$ cat src/rtl/coax_pkg.sv
// rtl/coax_pkg.sv - shared word width, arbiter state encodings and grant helper
package coax_pkg;

    localparam int COAX_WORD_WIDTH = 10;

    typedef enum logic [2:0] {
        ST_IDLE  = 3'd0,
        ST_SEND  = 3'd1,
        ST_HOLD  = 3'd2,
        ST_DRAIN = 3'd3,
        ST_GAP   = 3'd4
    } arb_state_t;

    // Requester index to one-hot grant vector
    function automatic logic [1:0] onehot_of(input logic idx);
        return idx ? 2'b10 : 2'b01;
    endfunction

endpackage

$ cat src/rtl/coax_tx_arbiter_if.sv
// rtl/coax_tx_arbiter_if.sv - requester streams and coax_tx link grouped for the arbiter
interface coax_tx_arbiter_if;
    import coax_pkg::*;

    logic [1:0][COAX_WORD_WIDTH-1:0] req_data;
    logic [1:0]                      req_valid;
    logic [1:0]                      req_last;
    logic [1:0]                      req_ready;
    logic [1:0]                      grant;
    logic                            underrun;
    logic                            busy;
    logic [COAX_WORD_WIDTH-1:0]      tx_data;
    logic                            tx_strobe;
    logic                            tx_ready;
    logic                            tx_active;

    modport slave (
        input  req_data, req_valid, req_last, tx_ready, tx_active,
        output req_ready, grant, underrun, busy, tx_data, tx_strobe
    );

    modport master (
        output req_data, req_valid, req_last, tx_ready, tx_active,
        input  req_ready, grant, underrun, busy, tx_data, tx_strobe
    );

endinterface

$ cat src/rtl/coax_rr_pick.sv
// rtl/coax_rr_pick.sv - combinational two-way round-robin picker
module coax_rr_pick
    import coax_pkg::*;
(
    input  logic [1:0] valid_i,
    input  logic       last_grant_i,
    output logic [1:0] pick_o
);

    // On a tie the requester that was not served last wins
    always_comb begin
        pick_o = 2'b00;
        case (valid_i)
            2'b01:   pick_o = 2'b01;
            2'b10:   pick_o = 2'b10;
            2'b11:   pick_o = onehot_of(~last_grant_i);
            default: pick_o = 2'b00;
        endcase
    end

endmodule

$ cat src/rtl/coax_tx_arbiter.sv
// rtl/coax_tx_arbiter.sv - frame-granular two-requester arbiter in front of coax_tx
module coax_tx_arbiter
    import coax_pkg::*;
#(
    parameter int GAP_CLOCKS = 16
) (
    input  logic              clk,
    input  logic              reset_n,
    coax_tx_arbiter_if.slave  bus
);

    localparam logic [7:0] GAP_LOAD = 8'(GAP_CLOCKS - 1);

    arb_state_t                 state_q, state_d;
    logic [1:0]                 grant_q, grant_d;
    logic                       last_grant_q, last_grant_d;
    logic [7:0]                 gap_q, gap_d;
    logic                       drain_q, drain_d;
    logic [COAX_WORD_WIDTH-1:0] tx_data_q, tx_data_d;
    logic                       tx_strobe_q, tx_strobe_d;
    logic                       underrun_q, underrun_d;
    logic [1:0]                 req_ready_c;

    logic [1:0]                 pick;
    logic                       sel_valid;
    logic                       sel_last;
    logic [COAX_WORD_WIDTH-1:0] sel_data;

    coax_rr_pick u_pick (
        .valid_i      (bus.req_valid),
        .last_grant_i (last_grant_q),
        .pick_o       (pick)
    );

    assign sel_valid = |(bus.req_valid & grant_q);
    assign sel_last  = |(bus.req_last & grant_q);
    assign sel_data  = grant_q[1] ? bus.req_data[1] : bus.req_data[0];

    // State and output registers; reset drops the strobe and grant immediately
    always_ff @(posedge clk or negedge reset_n) begin
        if (!reset_n) begin
            state_q      <= ST_IDLE;
            grant_q      <= 2'b00;
            last_grant_q <= 1'b1;
            gap_q        <= 8'd0;
            drain_q      <= 1'b0;
            tx_data_q    <= '0;
            tx_strobe_q  <= 1'b0;
            underrun_q   <= 1'b0;
        end else begin
            state_q      <= state_d;
            grant_q      <= grant_d;
            last_grant_q <= last_grant_d;
            gap_q        <= gap_d;
            drain_q      <= drain_d;
            tx_data_q    <= tx_data_d;
            tx_strobe_q  <= tx_strobe_d;
            underrun_q   <= underrun_d;
        end
    end

    // Next-state logic: grant a whole frame, feed words, drain the line, then gap
    always_comb begin
        state_d      = state_q;
        grant_d      = grant_q;
        last_grant_d = last_grant_q;
        gap_d        = gap_q;
        drain_d      = 1'b0;
        tx_data_d    = tx_data_q;
        tx_strobe_d  = 1'b0;
        underrun_d   = 1'b0;
        req_ready_c  = 2'b00;

        case (state_q)
            ST_IDLE: begin
                if (pick != 2'b00) begin
                    grant_d = pick;
                    state_d = ST_SEND;
                end
            end
            ST_SEND: begin
                // A word is only taken when the previous strobe has retired
                if (bus.tx_ready && !tx_strobe_q) begin
                    if (sel_valid) begin
                        req_ready_c = grant_q;
                        tx_data_d   = sel_data;
                        tx_strobe_d = 1'b1;
                        state_d     = sel_last ? ST_DRAIN : ST_HOLD;
                    end else begin
                        underrun_d = 1'b1;
                        state_d    = ST_DRAIN;
                    end
                end
            end
            ST_HOLD: begin
                // coax_tx ready lags the strobe by a cycle, so skip one look
                state_d = ST_SEND;
            end
            ST_DRAIN: begin
                // drain_q guarantees two cycles before tx_active is trusted
                drain_d = 1'b1;
                if (drain_q && !bus.tx_active) begin
                    state_d      = ST_GAP;
                    grant_d      = 2'b00;
                    last_grant_d = grant_q[1];
                    gap_d        = GAP_LOAD;
                end
            end
            ST_GAP: begin
                if (gap_q == 8'd0) begin
                    state_d = ST_IDLE;
                end else begin
                    gap_d = gap_q - 8'd1;
                end
            end
            default: state_d = ST_IDLE;
        endcase
    end

    assign bus.req_ready = req_ready_c;
    assign bus.grant     = grant_q;
    assign bus.underrun  = underrun_q;
    assign bus.busy      = (state_q != ST_IDLE);
    assign bus.tx_data   = tx_data_q;
    assign bus.tx_strobe = tx_strobe_q;

endmodule

$ cat src/flat_wrapper.sv
// flat-port wrapper written by rule: the top's interface ports become plain ports
module coax_tx_arbiter_flat import coax_pkg::*;
#(
    parameter int GAP_CLOCKS = 16
)
  (clk, reset_n, bus_req_data, bus_req_valid, bus_req_last, bus_tx_ready, bus_tx_active, bus_req_ready, bus_grant, bus_underrun, bus_busy, bus_tx_data, bus_tx_strobe);
  coax_tx_arbiter_if bus_i ();
  input  logic clk;
  input  logic reset_n;
  input wire logic [$bits(bus_i.req_data)-1:0] bus_req_data;
  input wire logic [$bits(bus_i.req_valid)-1:0] bus_req_valid;
  input wire logic [$bits(bus_i.req_last)-1:0] bus_req_last;
  input wire logic [$bits(bus_i.tx_ready)-1:0] bus_tx_ready;
  input wire logic [$bits(bus_i.tx_active)-1:0] bus_tx_active;
  output wire logic [$bits(bus_i.req_ready)-1:0] bus_req_ready;
  output wire logic [$bits(bus_i.grant)-1:0] bus_grant;
  output wire logic [$bits(bus_i.underrun)-1:0] bus_underrun;
  output wire logic [$bits(bus_i.busy)-1:0] bus_busy;
  output wire logic [$bits(bus_i.tx_data)-1:0] bus_tx_data;
  output wire logic [$bits(bus_i.tx_strobe)-1:0] bus_tx_strobe;
  assign bus_i.req_data = bus_req_data;
  assign bus_i.req_valid = bus_req_valid;
  assign bus_i.req_last = bus_req_last;
  assign bus_i.tx_ready = bus_tx_ready;
  assign bus_i.tx_active = bus_tx_active;
  assign bus_req_ready = bus_i.req_ready;
  assign bus_grant = bus_i.grant;
  assign bus_underrun = bus_i.underrun;
  assign bus_busy = bus_i.busy;
  assign bus_tx_data = bus_i.tx_data;
  assign bus_tx_strobe = bus_i.tx_strobe;
  coax_tx_arbiter #(.GAP_CLOCKS(GAP_CLOCKS)) u_core (.clk(clk), .reset_n(reset_n), .bus(bus_i));
endmodule
$ cat config.mk
export PLATFORM = sky130hd
export DESIGN_NAME = coax_tx_arbiter_flat
export DESIGN_NICKNAME = d
export VERILOG_FILES = /design/src/rtl/coax_pkg.sv /design/src/rtl/coax_tx_arbiter_if.sv /design/src/rtl/coax_rr_pick.sv /design/src/rtl/coax_tx_arbiter.sv /design/src/flat_wrapper.sv
export SDC_FILE = /design/constraint.sdc
export NUM_CORES = 1
export LEC_CHECK = 0
export CAP_MARGIN = 30
export CORE_MARGIN = 3
export CORE_UTILIZATION = 46
export DETAILED_ROUTE_END_ITERATION = 8
export PLACE_DENSITY = 0.84
export RECOVER_POWER = 25
export REMOVE_ABC_BUFFERS = 1
export SLEW_MARGIN = 0
export SYNTH_ARGS = -nofsm -noshare
export SYNTH_HDL_FRONTEND = slang
export SYNTH_HIERARCHICAL = 1
export SYNTH_SLANG_ARGS = --single-unit
$ cat constraint.sdc
create_clock -name clk -period 2.4 [get_ports clk]
set_clock_uncertainty 0.15 [all_clocks]
set_input_delay 0.36 -clock clk [delete_from_list [all_inputs] [get_ports clk]]
set_output_delay 0.36 -clock clk [all_outputs]
set_load 0.005 [all_outputs]
* Word-level counts from Yosys, hierarchy flattened *
Cells that the tools add are included.

storage, ports and cells
  bits in registers = 27
  word-level logic and storage cells = 66

cells by class
  multiplexer cells = 26
  bitwise gates (word level) = 2
  reductions and logical operators = 17
  add/subtract/negate cells = 1
  eq/ne operators = 12

operators with widths
  cell                 count
  $mux 8               2
  $pmux 8 s2           1
  $mux 3               5
  $pmux 3 s5           1
  $mux 2               6
  $mux 10              1
  $reduce_and 3->1     3
  $logic_not 8->1      1
  $mux 1               8
  $ne 2x1->1 const B   4
  $sub 8x1->8 const B  1
  $eq 3x2->1 const B   2
  $pmux 2 s3           1
  $reduce_bool 2->1    3
  $and 2x2->2          2
  $eq 2x2->1 const B   2
  $pmux 2 s2           1
  $reduce_and 4->1     1
  $reduce_or 2->1      2
  $eq 3x1->1 const B   1
  $eq 3x3->1 const B   1
  $logic_not 3->1      1
  $reduce_bool 3->1    1
  $eq 2x1->1 const B   1
  4 further kinds      6

* Longest topological paths before layout *
  depth after elaboration = 6
  gate-level depth with buffers = 5
  gate-level depth less buffers = 5

* Cells and area by module *
The synthesis kept the hierarchy.

modules (own cells, without submodules)
  module           cells each  sequential area each (sq um)  area an instance (sq um)  times used
  coax_tx_arbiter  122         676.9                         1413.9                    1
  coax_rr_pick     3           0.0                           18.8                      1

* Worst setup path after synthesis *
No wires, ideal clock.

  path type = reg2out
  from = reg u_core.state_q[1]
  to = out bus_req_ready[0]
  arrival = 1.554 ns
  stages on the path, launching flop included = 4
  slack = 0.336 ns
  cells stage by stage = dfrtp_1 or3b_1 or3b_2 nor3_1

between the ends
  longest elaborated chain between the ends = 2

RTL lines
  element                   RTL line               RTL
  start: declaration        coax_tx_arbiter.sv:14  arb_state_t state_q, state_d;
  start signal: assignment  coax_tx_arbiter.sv:51  state_q <= state_d;
  $eq 3x1->1                coax_tx_arbiter.sv:74  case (state_q)
  $mux 2                    coax_tx_arbiter.sv:74
  end: declaration          flat_wrapper.sv:15     output wire logic [$bits(bus_i.req_ready)-1:0] bus_req_ready;

No other way between the ends.

* Worst setup path after layout *
  from = reg u_core.state_q[1]
  to = out bus_req_ready[1]

The elaborated chain is that of the path after synthesis.

==> flow_summary.yaml <==
synthesis:
  synthCells: 125
  synth.distinct_cells: 41
  syn_area_um2: 1430
  ys_warn_count: 6
  ys.flop_type: "dfrtp_1"
  synth_seq_area_share: 0.472
  synth_edf_count: 0
  synth_top_cell_area_share: 0.454
  syn_avg_cell_area_um2: 11.5
  synth_async_sr_flop_share: 1.00
  synth.top_cells.by_count: "dfrtp_1 (26), mux2_2 (20), nor2_1 (7)"
  synth.largest_area_cell: "dfrtp_1"
  synth-seq-cells: 27
  synthMostInstantiatedCell: "dfrtp_1"
  synth_area_leaders: "dfrtp_1 (45%), mux2_2 (16%), mux2i_1 (4.2%)"
status:
  run_status: "completed"
timing:
  rsz0062_at_grt: "yes"
  tightest_slew_ps: 1440
  final-setup-viol-count: 0
  timing.final.ws_setup_ps: 51.3
  finalSetupTns_ps: 0
  timing.final.crit_share: 0.979
  drv_slew: 0
  fmax_mhz: 426
  min_period_ps: 2350
  slew_headroom: 0.0404
  finalHoldViolations: 0
clock_network:
  cts-buffers-inserted: 3
  cts_hold_buf: 0
  cts_buffer_depth: 2
  tritoncts: "yes"
  cts_setup_buffers: 0
  clk_pin_slew_ps: 140
  cts-root-buf: "clkbuf_4"
  cts_sinks: 27
  clk_latency_ps: 320
  cts.htree.levels: 1
route:
  wl_per_cell_um: 16.0
  drc: 0
  dr.pass1.iters: 4
  first_iter_violations: 59
  ant_nets: 0
  vias: 1228
  vias_per_cell: 5.82
  routed_wl_um: 3390
die:
  initial_core_util: 0.502
  die_height_um: 61.8
  core-area_um2: 2850
  die_x_um: 61.8
  placementRows: 19
  dieArea_um2: 3820
  io_pins: 45
worst_setup_path:
  start_kind: "register"
  crit_end: "bus_req_ready[1]"
  cp-end-kind: "primary output"
  cp.required_ps: 1890
  reg2reg_to: "u_core/gap_q[6]$_DFFE_PN0P_"
  critPathMaxFanout: 4
  crit_start: "u_core/state_q[1]$_DFFE_PN0P_"
  crit_arrival_ps: 1840
  reg2regPathDepth: 5
  path_class: "reg2out"
  path_cells: "or3b_4 > or3b_4 > nor3_2 > buf_2"
  reg2reg_slack_ps: 290
  worst_path_most_repeated_cell: "or3b_4"
  cpMaxStageDelayCell: "dfrtp_1"
  max_stage_delay_ps: 410
  r2r_start: "u_core/gap_q[0]$_DFFE_PN0P_"
placed_design:
  hpwl_um: 2580
  place_inst: 207
  pre_cts_ws_ps: -574
  io_buffers: 44
  place_congestion: 0.952
cells_and_area:
  stdcell_count: 211
  diodes: 0
  nFillCells: 214
  layout.area.seq_um2: 677
  multi_input_area_um2: 722
  final_layout_size_suffix_gt1_frac: 0.244
  area_growth_pct: 39.0
  fin_nets: 211
grt:
  track_usage: 0.197
  grt_pass1_wl_um: 5470
  grt.overflow.total: 0
  grtUsageMet1: 0.233
  grt_use_met3: 0.0475
  grtUsageMet2: 0.345
  grt_max_degree: 28
  antenna_found_initial: 0
  busiest_layer: "met2"
  grt_pass1_vias: 1211
power_and_ir_drop:
  peakVddDrop_v: 0.000487
  p_per_area_nw_per_um2: 904
  p_leak_nw: 0.835
hold_path:
  min-delay-path-class: "reg2reg"
run:
  cap_violations: 0
==> metrics by stage <==
step | hold slack [ps] | total power [mW] | util | area [um^2]
floorplan | -85.6 | 1.14 | - | 1410
global placement | 340 | 1.56 | 0.689 | 1960
detailed placement | 349 | 1.60 | 0.689 | 1960
CTS | 249 | 1.81 | 0.699 | 1990
global route | 403 | 1.92 | 0.698 | 1990
finish | 371 | 1.80 | 0.698 | 1990
==> where the power goes <==
group | switching (mW) | internal [mW] | leakage (nW)
combinational | 0.356 | 0.514 | 0.496
clock | 0.131 | 0.0651 | 0.0150
sequential | 0.112 | 0.622 | 0.324
total | 0.599 | 1.20 | 0.835
==> cells by family after synthesis <==
logic type                 after synthesis  share of synthesized area
buffers and inverters                   10                     0.0341
and+or+nand+nor                         34                      0.160
DFF                                     27                      0.472
muxes                                   26                      0.199
AOI/OAI and AO/OA                       26                      0.117
adders and majority gates                2                     0.0175
==> area by class of cell <==
type | instances | area share
Clock buffer | 4 | 0.0132
Timing Repair Buffer | 54 | 0.251
Inverter | 7 | 0.0132
Multi-Input combinational cell | 88 | 0.363
Sequential cell | 27 | 0.340
Tap cell | 31 | 0.0195
==> timing repair <==
item,CTS,global route
setup endpoints to repair,2,2
pin swaps,2,1
gates resized for setup,13,0
==> layout by cell type, fill, tap and decap left out, types with 3 or more instances in the layout <==
master,instances
a21oi_1,5
nor2_1,7
a22oi_1,4
clkbuf_4,3
nor2b_1,3
inv_1,6
clkdlybuf4s50_1,40
nor4b_1,3
dfrtp_1,26
mux2i_1,6
o21ai_0,6
buf_4,9
mux2_2,20
==> flip-flops by register name, summed over array words and instances (netlist names) <==
| name | count |
|---|---|
| u_core/bus.tx_strobe | 1 |
| u_core/bus.tx_data | 10 |
| u_core/bus.grant | 2 |
| u_core/bus.underrun | 1 |
| u_core/drain_q | 1 |
| u_core/gap_q | 8 |
| u_core/state_q | 3 |
| u_core/last_grant_q | 1 |
==> worst max-delay path, delay by kind of cell (launching register included) <==
kind	cells	cell delay, ps
AND/OR/NAND/NOR	3	970
buffers and inverters	1	130
flip-flops	1	410
==> per-layer routing <==
layer	wire length, um	up-vias
met5	0	-
met4	49	0
met3	251	7
met2	1690	58
met1	1390	586
li1	-	577
==> worst min path at each step <==
stage                                      start                                 to  slack, ps  cells past startpoint
6_report         u_core/last_grant_q$_DFFE_PN1P_    u_core/last_grant_q$_DFFE_PN1P_        370                      2
5_1_grt        u_core/bus.tx_data[9]$_DFFE_PN0P_  u_core/bus.tx_data[9]$_DFFE_PN0P_        400                      1
4_1_cts                                  reset_n      u_core/bus.underrun$_DFF_PN0_        250                      2
3_5_place_dp   u_core/bus.tx_data[1]$_DFFE_PN0P_  u_core/bus.tx_data[1]$_DFFE_PN0P_        350                      1
3_3_place_gp   u_core/bus.tx_data[3]$_DFFE_PN0P_  u_core/bus.tx_data[3]$_DFFE_PN0P_        340                      1
2_1_floorplan                            reset_n    u_core/bus.grant[0]$_DFFE_PN0P_        -90                      0
Power figures use the tool's default switching activity.
